$ cat src/rtl/hex_ascii_streamer_pkg.sv
// Shared definitions for the hex ASCII streamer.
//   state_e  : streamer FSM states (idle, hex digits, carriage return, line feed)
//   ASCII_*  : character codes used when building output characters
package hex_ascii_streamer_pkg;

  typedef enum logic [1:0] {
    StIdle,
    StHex,
    StCr,
    StLf
  } state_e;

  localparam int unsigned ASCII_CR = 13;
  localparam int unsigned ASCII_LF = 10;
  localparam int unsigned ASCII_0  = 48;
  localparam int unsigned ASCII_A  = 65;

endpackage

$ cat src/rtl/nibble_ascii_lut.sv
// Combinational nibble to uppercase ASCII hex digit mapping.
//   nibble : 4-bit value 0..15
//   ascii  : '0'..'9' (48..57) or 'A'..'F' (65..70), ASCII_SIZE bits wide
module nibble_ascii_lut
  import hex_ascii_streamer_pkg::*;
#(
  parameter int unsigned ASCII_SIZE = 8
) (
  input  logic [3:0]            nibble,
  output logic [ASCII_SIZE-1:0] ascii
);

  always_comb begin
    if (nibble < 4'd10) begin
      ascii = ASCII_SIZE'(ASCII_0 + 32'(nibble));
    end else begin
      ascii = ASCII_SIZE'(ASCII_A + 32'(nibble) - 32'd10);
    end
  end

endmodule

$ cat src/rtl/hex_ascii_streamer.sv
// Prints a DATA_WIDTH-bit word as uppercase hex ASCII characters, MSB nibble first,
// optionally followed by CR LF, one character per accepted out_valid/out_ready handshake.
//   clk, rst_n          : clock, asynchronous active-low reset
//   in_valid/in_ready   : word handshake (ready only while idle)
//   in_data             : word to print
//   out_valid/out_ready : character handshake toward the UART transmitter
//   out_char            : current character, held stable while stalled
//   busy                : a word is being streamed
//   done                : one-cycle pulse after the last character is accepted
// DATA_WIDTH must be a multiple of 4 and at least 8.
module hex_ascii_streamer
  import hex_ascii_streamer_pkg::*;
#(
  parameter int unsigned DATA_WIDTH  = 128,
  parameter int unsigned ASCII_SIZE  = 8,
  parameter bit          APPEND_CRLF = 1'b1
) (
  input  logic                  clk,
  input  logic                  rst_n,
  input  logic                  in_valid,
  input  logic [DATA_WIDTH-1:0] in_data,
  output logic                  in_ready,
  output logic                  out_valid,
  output logic [ASCII_SIZE-1:0] out_char,
  input  logic                  out_ready,
  output logic                  busy,
  output logic                  done
);

  localparam int unsigned NumDigits = DATA_WIDTH / 4;
  localparam int unsigned CntW      = $clog2(NumDigits);
  localparam logic [CntW-1:0] LastCnt = CntW'(NumDigits - 1);

  state_e                state;
  // Holds the nibbles still to be shown after the one currently on out_char.
  logic [DATA_WIDTH-5:0] shift;
  logic [CntW-1:0]       cnt;
  logic [3:0]            lut_nibble;
  logic [ASCII_SIZE-1:0] lut_char;
  logic                  accept;

  assign in_ready = (state == StIdle);
  assign busy     = (state != StIdle);
  assign accept   = out_valid & out_ready;

  // The LUT looks one character ahead: the incoming word's top nibble while idle,
  // otherwise the next nibble to display once the current one is accepted.
  assign lut_nibble = (state == StIdle) ? in_data[DATA_WIDTH-1 -: 4]
                                        : shift[DATA_WIDTH-5 -: 4];

  nibble_ascii_lut #(
    .ASCII_SIZE(ASCII_SIZE)
  ) u_lut (
    .nibble(lut_nibble),
    .ascii (lut_char)
  );

  always_ff @(posedge clk or negedge rst_n) begin
    if (!rst_n) begin
      state     <= StIdle;
      shift     <= '0;
      cnt       <= '0;
      out_valid <= 1'b0;
      out_char  <= '0;
      done      <= 1'b0;
    end else begin
      done <= 1'b0;
      unique case (state)
        StIdle: begin
          if (in_valid) begin
            shift     <= in_data[DATA_WIDTH-5:0];
            cnt       <= LastCnt;
            out_valid <= 1'b1;
            out_char  <= lut_char;
            state     <= StHex;
          end
        end
        StHex: begin
          if (accept) begin
            if (cnt != '0) begin
              cnt      <= cnt - 1'b1;
              shift    <= shift << 4;
              out_char <= lut_char;
            end else if (APPEND_CRLF) begin
              out_char <= ASCII_SIZE'(ASCII_CR);
              state    <= StCr;
            end else begin
              out_valid <= 1'b0;
              out_char  <= '0;
              done      <= 1'b1;
              state     <= StIdle;
            end
          end
        end
        StCr: begin
          if (accept) begin
            out_char <= ASCII_SIZE'(ASCII_LF);
            state    <= StLf;
          end
        end
        StLf: begin
          if (accept) begin
            out_valid <= 1'b0;
            out_char  <= '0;
            done      <= 1'b1;
            state     <= StIdle;
          end
        end
        default: state <= StIdle;
      endcase
    end
  end

endmodule

$ cat config.mk
export PLATFORM = sky130hd
export DESIGN_NAME = hex_ascii_streamer
export DESIGN_NICKNAME = d
export VERILOG_FILES = /design/src/rtl/hex_ascii_streamer_pkg.sv /design/src/rtl/nibble_ascii_lut.sv /design/src/rtl/hex_ascii_streamer.sv
export SDC_FILE = /design/constraint.sdc
export NUM_CORES = 1
export LEC_CHECK = 0
export BUFFER_PORTS_ARGS = -buffer_cell sky130_fd_sc_hd__buf_4
export CAP_MARGIN = 10
export CORE_MARGIN = 8
export CORE_UTILIZATION = 35
export DETAILED_ROUTE_END_ITERATION = 12
export PLACE_DENSITY_LB_ADDON = 0.2
export SLEW_MARGIN = 20
export SYNTH_ARGS = -nofsm -noshare
export SYNTH_HDL_FRONTEND = slang
export SYNTH_HIERARCHICAL = 1
export SYNTH_SLANG_ARGS = --single-unit
$ cat constraint.sdc
create_clock -name clk -period 2.3 [get_ports clk]
set_input_delay 0.46 -clock clk [delete_from_list [all_inputs] [get_ports clk]]
set_output_delay 0.46 -clock clk [all_outputs]
set_load 0.005 [all_outputs]
==> key figures <==
Clock tree
  – Library cell used as clock root buffer: sky130_fd_sc_hd__clkbuf_16
  – CTS sink count: 141
  – Clock-pin slew on the worst setup and hold paths: 0.06 ns
  – TritonCTS clock tree: done
  – Max Root-Sink Buffers: 2
  – Number of H-tree levels: 4
  – Number of CTS-inserted buffers: 17
  – CTS hold repair buffers: 0
  – Clock Latency Late Sink: ~0.4 ns

Setup path
  – Worst path bufs/invs: 2
  – Cell type of the slowest stage on the worst timing path: sky130_fd_sc_hd__dfrtp_1
  – Critical path capture point type: register
  – Timing startpoint of the critical path: state[0]
  – Required time of the worst setup path: roughly 2.6 ns
  – Critical Path Sink: out_char[2]
  – R2R Path Start: state[0]
  – Cell repeated most along the worst path: sky130_fd_sc_hd__mux2_4
  – Critical path arrival: 2.54 ns
  – WP depth: 10
  – Setup Crit Path Kind: reg -> reg
  – FF-to-FF path depth: 10
  – Crit path largest cell delay: 0.44 ns
  – Element type at the critical path start: register
  – Endpoint of the lowest-slack register-to-register path: out_char[2]
  – Cell class contributing the biggest share of worst-path delay: multiplexers
  – Max Fanout on Critical Path: 7
  – R2r setup slk: 0.05 ns
  – Worst path cell trace: inv_2 > ha_4 > mux2_4 > inv_1 > ha_2 > nand2_2 > mux2_4 > o21ai_0 > o21ai_1 > mux2_4

Logic synthesis
  – Cell area after technology mapping: 0.006480 mm^2
  – Net count after synthesis: 673
  – Synth unique cells: 47
  – Post-synth EDFFs: 0
  – Average footprint of a synthesized cell: 12.11 um^2
  – Predominant post-synthesis flop cell: sky130_fd_sc_hd__dfrtp_1
  – Flip-flop and latch count after synthesis: around 140
  – Yosys warns: 6
  – Main area contributors after synthesis: sky130_fd_sc_hd__dfrtp_1 54%, sky130_fd_sc_hd__a221o_1 19%, sky130_fd_sc_hd__and2_1 12%
  – Number of cells produced by synthesis: 535
  – Share of flip-flops with an asynchronous set or reset: 1.000
  – Cell accounting for the most synthesized area: sky130_fd_sc_hd__dfrtp_1
  – Yosys top cell area share: 0.5445
  – Seq/Total Area, Yosys: 0.5445

Timing
  – Fin worst setup slack: about 0.047 ns
  – Relative max-transition margin: 0.5200
  – Final critical path time including I/O delays and setup: 2.253 ns
  – Total count of max-transition violations in the final report: 0
  – Worst slew pin tran: 0.7200 ns
  – Setup clock skew after layout: between 0.01 and 0.015 ns
  – Count of endpoints failing setup in the final report: 0
  – Share of the clock period used by the worst path: 0.9798
  – Worst hold margin: -0.01568 ns
  – Final Hold Fails: 6
  – Max Fclk: 443.8 MHz

Drt
  – Total via count after detailed routing: 4996
  – Ratio of routed vias to standard cells: ~5.4
  – DRC marker count from the first detailed-route iteration: approximately 310
  – Number of search-and-repair iterations in the first detailed-routing pass: 4
  – Routed Antenna Nets: 0
  – Final routed wirelength across all metal layers: 17.51 mm
  – DRC: 0
  – Wire length per cell: 19.09 um

Finish
  – Post-route cell area: 0.008566 mm^2
  – Number of non-filler instances in the completed layout: 917
  – Fin nets: 814
  – Synthesis-to-layout area growth: 32.19%
  – Most common cell after layout, fill and taps aside: sky130_fd_sc_hd__buf_4
  – Top library cells by usage in the layout, fill and taps aside: 162 x sky130_fd_sc_hd__buf_4, 141 x sky130_fd_sc_hd__dfrtp_1, 120 x sky130_fd_sc_hd__and2_1, 120 x sky130_fd_sc_hd__a221o_1, 17 x sky130_fd_sc_hd__clkbuf_16
  – Antenna Diode Count: 0
  – Layout cell share with drive strength beyond 1: 0.3212

Place
  – Port bufs: 143
  – Number of instances in the placed design: 880
  – Post-DP HPWL: 11.23 mm
  – Worst-case setup slack after placement: -0.1124 ns
  – Area of placed instances: 0.007870 mm^2
  – Global placer's final weighted congestion: roughly 0.80

Pwr
  – Switching power as a share of total power: 0.3300
  – Max VDD drop: 0.5490 mV
  – Cell-internal power: roughly 7.8 mW
  – Net load switching power: between 3 and 4 mW
  – Fraction of power consumed by combinational cells: 0.370
  – Leak pwr: 4.080 nW
  – Sequential group share of total power: 0.384
  – Part of the total power dissipated in the clock network: 0.246
  – Cell area power density: roughly 1400 mW/mm^2
  – Total Power Consumption: 11.63 mW

Global routing
  – Largest net degree at the start of global routing: between 60 and 70
  – Global-route usage over all layers: 0.1519
  – Number of antenna violations at the first check in global routing: 0
  – Final global-route overflow total: 0
  – Vias in the first global route: approximately 5300
  – Wire length of the first global-routing pass: 28.66 mm

Flow run
  – Max-capacitance violation count: 0

Run status
  – Result of the run: complete, but fails checks
  – Failing checks: hold timing

Floorplan
  – Horiz. Die Dim: between 150 and 200 um
  – Die Span Y: 152.1 um
  – Area of the core: 0.01809 mm^2
  – IO Pins: approximately 140
  – Effective utilization at floorplan: 0.3583
  – Area of the die: 0.02312 mm^2
  – Standard-cell rows: 49

Hold path
  – Kind of path behind the tightest hold check: in -> async
## state kept, by name, summed over array words and instances (netlist names)
signal and flops:
cnt 5, done 1, out_char 8, out_valid 1, shift 124, state 2
## layer usage
metal,up-vias,wire length (um),track usage
met5,-,0,0
met2,157,7744,0.2249
met4,0,229,0.04569
met1,2501,8459,0.2097
li1,2323,-,-
met3,15,1073,0.04481
## cell usage after synthesis, types with 3 or more instances
cell type,n
sky130_fd_sc_hd__and2_1,120
sky130_fd_sc_hd__nor2_1,3
sky130_fd_sc_hd__a22o_1,5
sky130_fd_sc_hd__dfrtp_1,141
sky130_fd_sc_hd__nor2b_1,4
sky130_fd_sc_hd__o21ai_0,9
sky130_fd_sc_hd__inv_1,12
sky130_fd_sc_hd__and3b_1,4
sky130_fd_sc_hd__ha_1,6
sky130_fd_sc_hd__a31oi_1,3
sky130_fd_sc_hd__mux2_2,10
sky130_fd_sc_hd__buf_2,15
sky130_fd_sc_hd__o211ai_1,3
sky130_fd_sc_hd__buf_4,6
sky130_fd_sc_hd__a221o_1,120
sky130_fd_sc_hd__mux2i_1,3
sky130_fd_sc_hd__a21oi_1,3
sky130_fd_sc_hd__clkbuf_1,26
sky130_fd_sc_hd__nand3_1,7
sky130_fd_sc_hd__nand2_1,4
## power by group through the flow
stage / sequential, mW / clock [mW] / combinational (mW)
floorplan: 4.20 / 0 / 3.07
global placement: 4.45 / 0 / 3.98
detailed placement: 4.45 / 0 / 4.14
CTS: 4.45 / 2.94 / 4.22
global route: 4.60 / 3.04 / 4.75
finish: 4.46 / 2.86 / 4.30
## final cells by class
cell class | count | area [um^2]
Clock inverter | 9 | 132.6
Tap cell | 229 | 286.5
Inverter | 12 | 45.04
Multi-Input combinational cell | 336 | 2761
Sequential cell | 141 | 3528
Fill cell | 1668 | 9520
Timing Repair Buffer | 168 | 1328
Clock buffer | 22 | 484.2
## worst min path at each step
stage                     startpoint     endpoint  slack (ns)  depth (start not counted)
after floorplan                rst_n       cnt[0]        0.16                          0
after global placement         rst_n  out_char[7]        0.45                          1
after detailed placement       rst_n  out_char[7]        0.45                          1
after CTS                      rst_n    shift[80]        0.01                          1
after global routing           rst_n         done        0.02                          1
final                          rst_n         done       -0.02                          1
## cells by family after synthesis
logic type,synth area share
buffers and inverters,0.04055
adders and majority gates,0.01158
AOI/OAI and AO/OA,0.2288
other,0.0005787
xor gates and xnor gates,0.001352
muxes,0.02375
DFF,0.5445
and+or+nand+nor,0.1489
## metrics by stage
step	utilization	TNS (ns)
after global routing	0.4736	-0.01610
after detailed placement	0.4351	-9.592
final	0.4736	0
after CTS	0.4704	-0.03045
after global placement	0.4351	-0.005794
after floorplan	-	0
## repair_timing
| action | in CTS | in global routing |
|---|---|---|
| setup buffers | 0 | 5 |
| setup endpoints to repair | 125 | 103 |
| gates resized for setup | 6 | 6 |
| pin swaps | 0 | 1 |
| gates cloned | 1 | 0 |
Power figures use the tool's default switching activity.
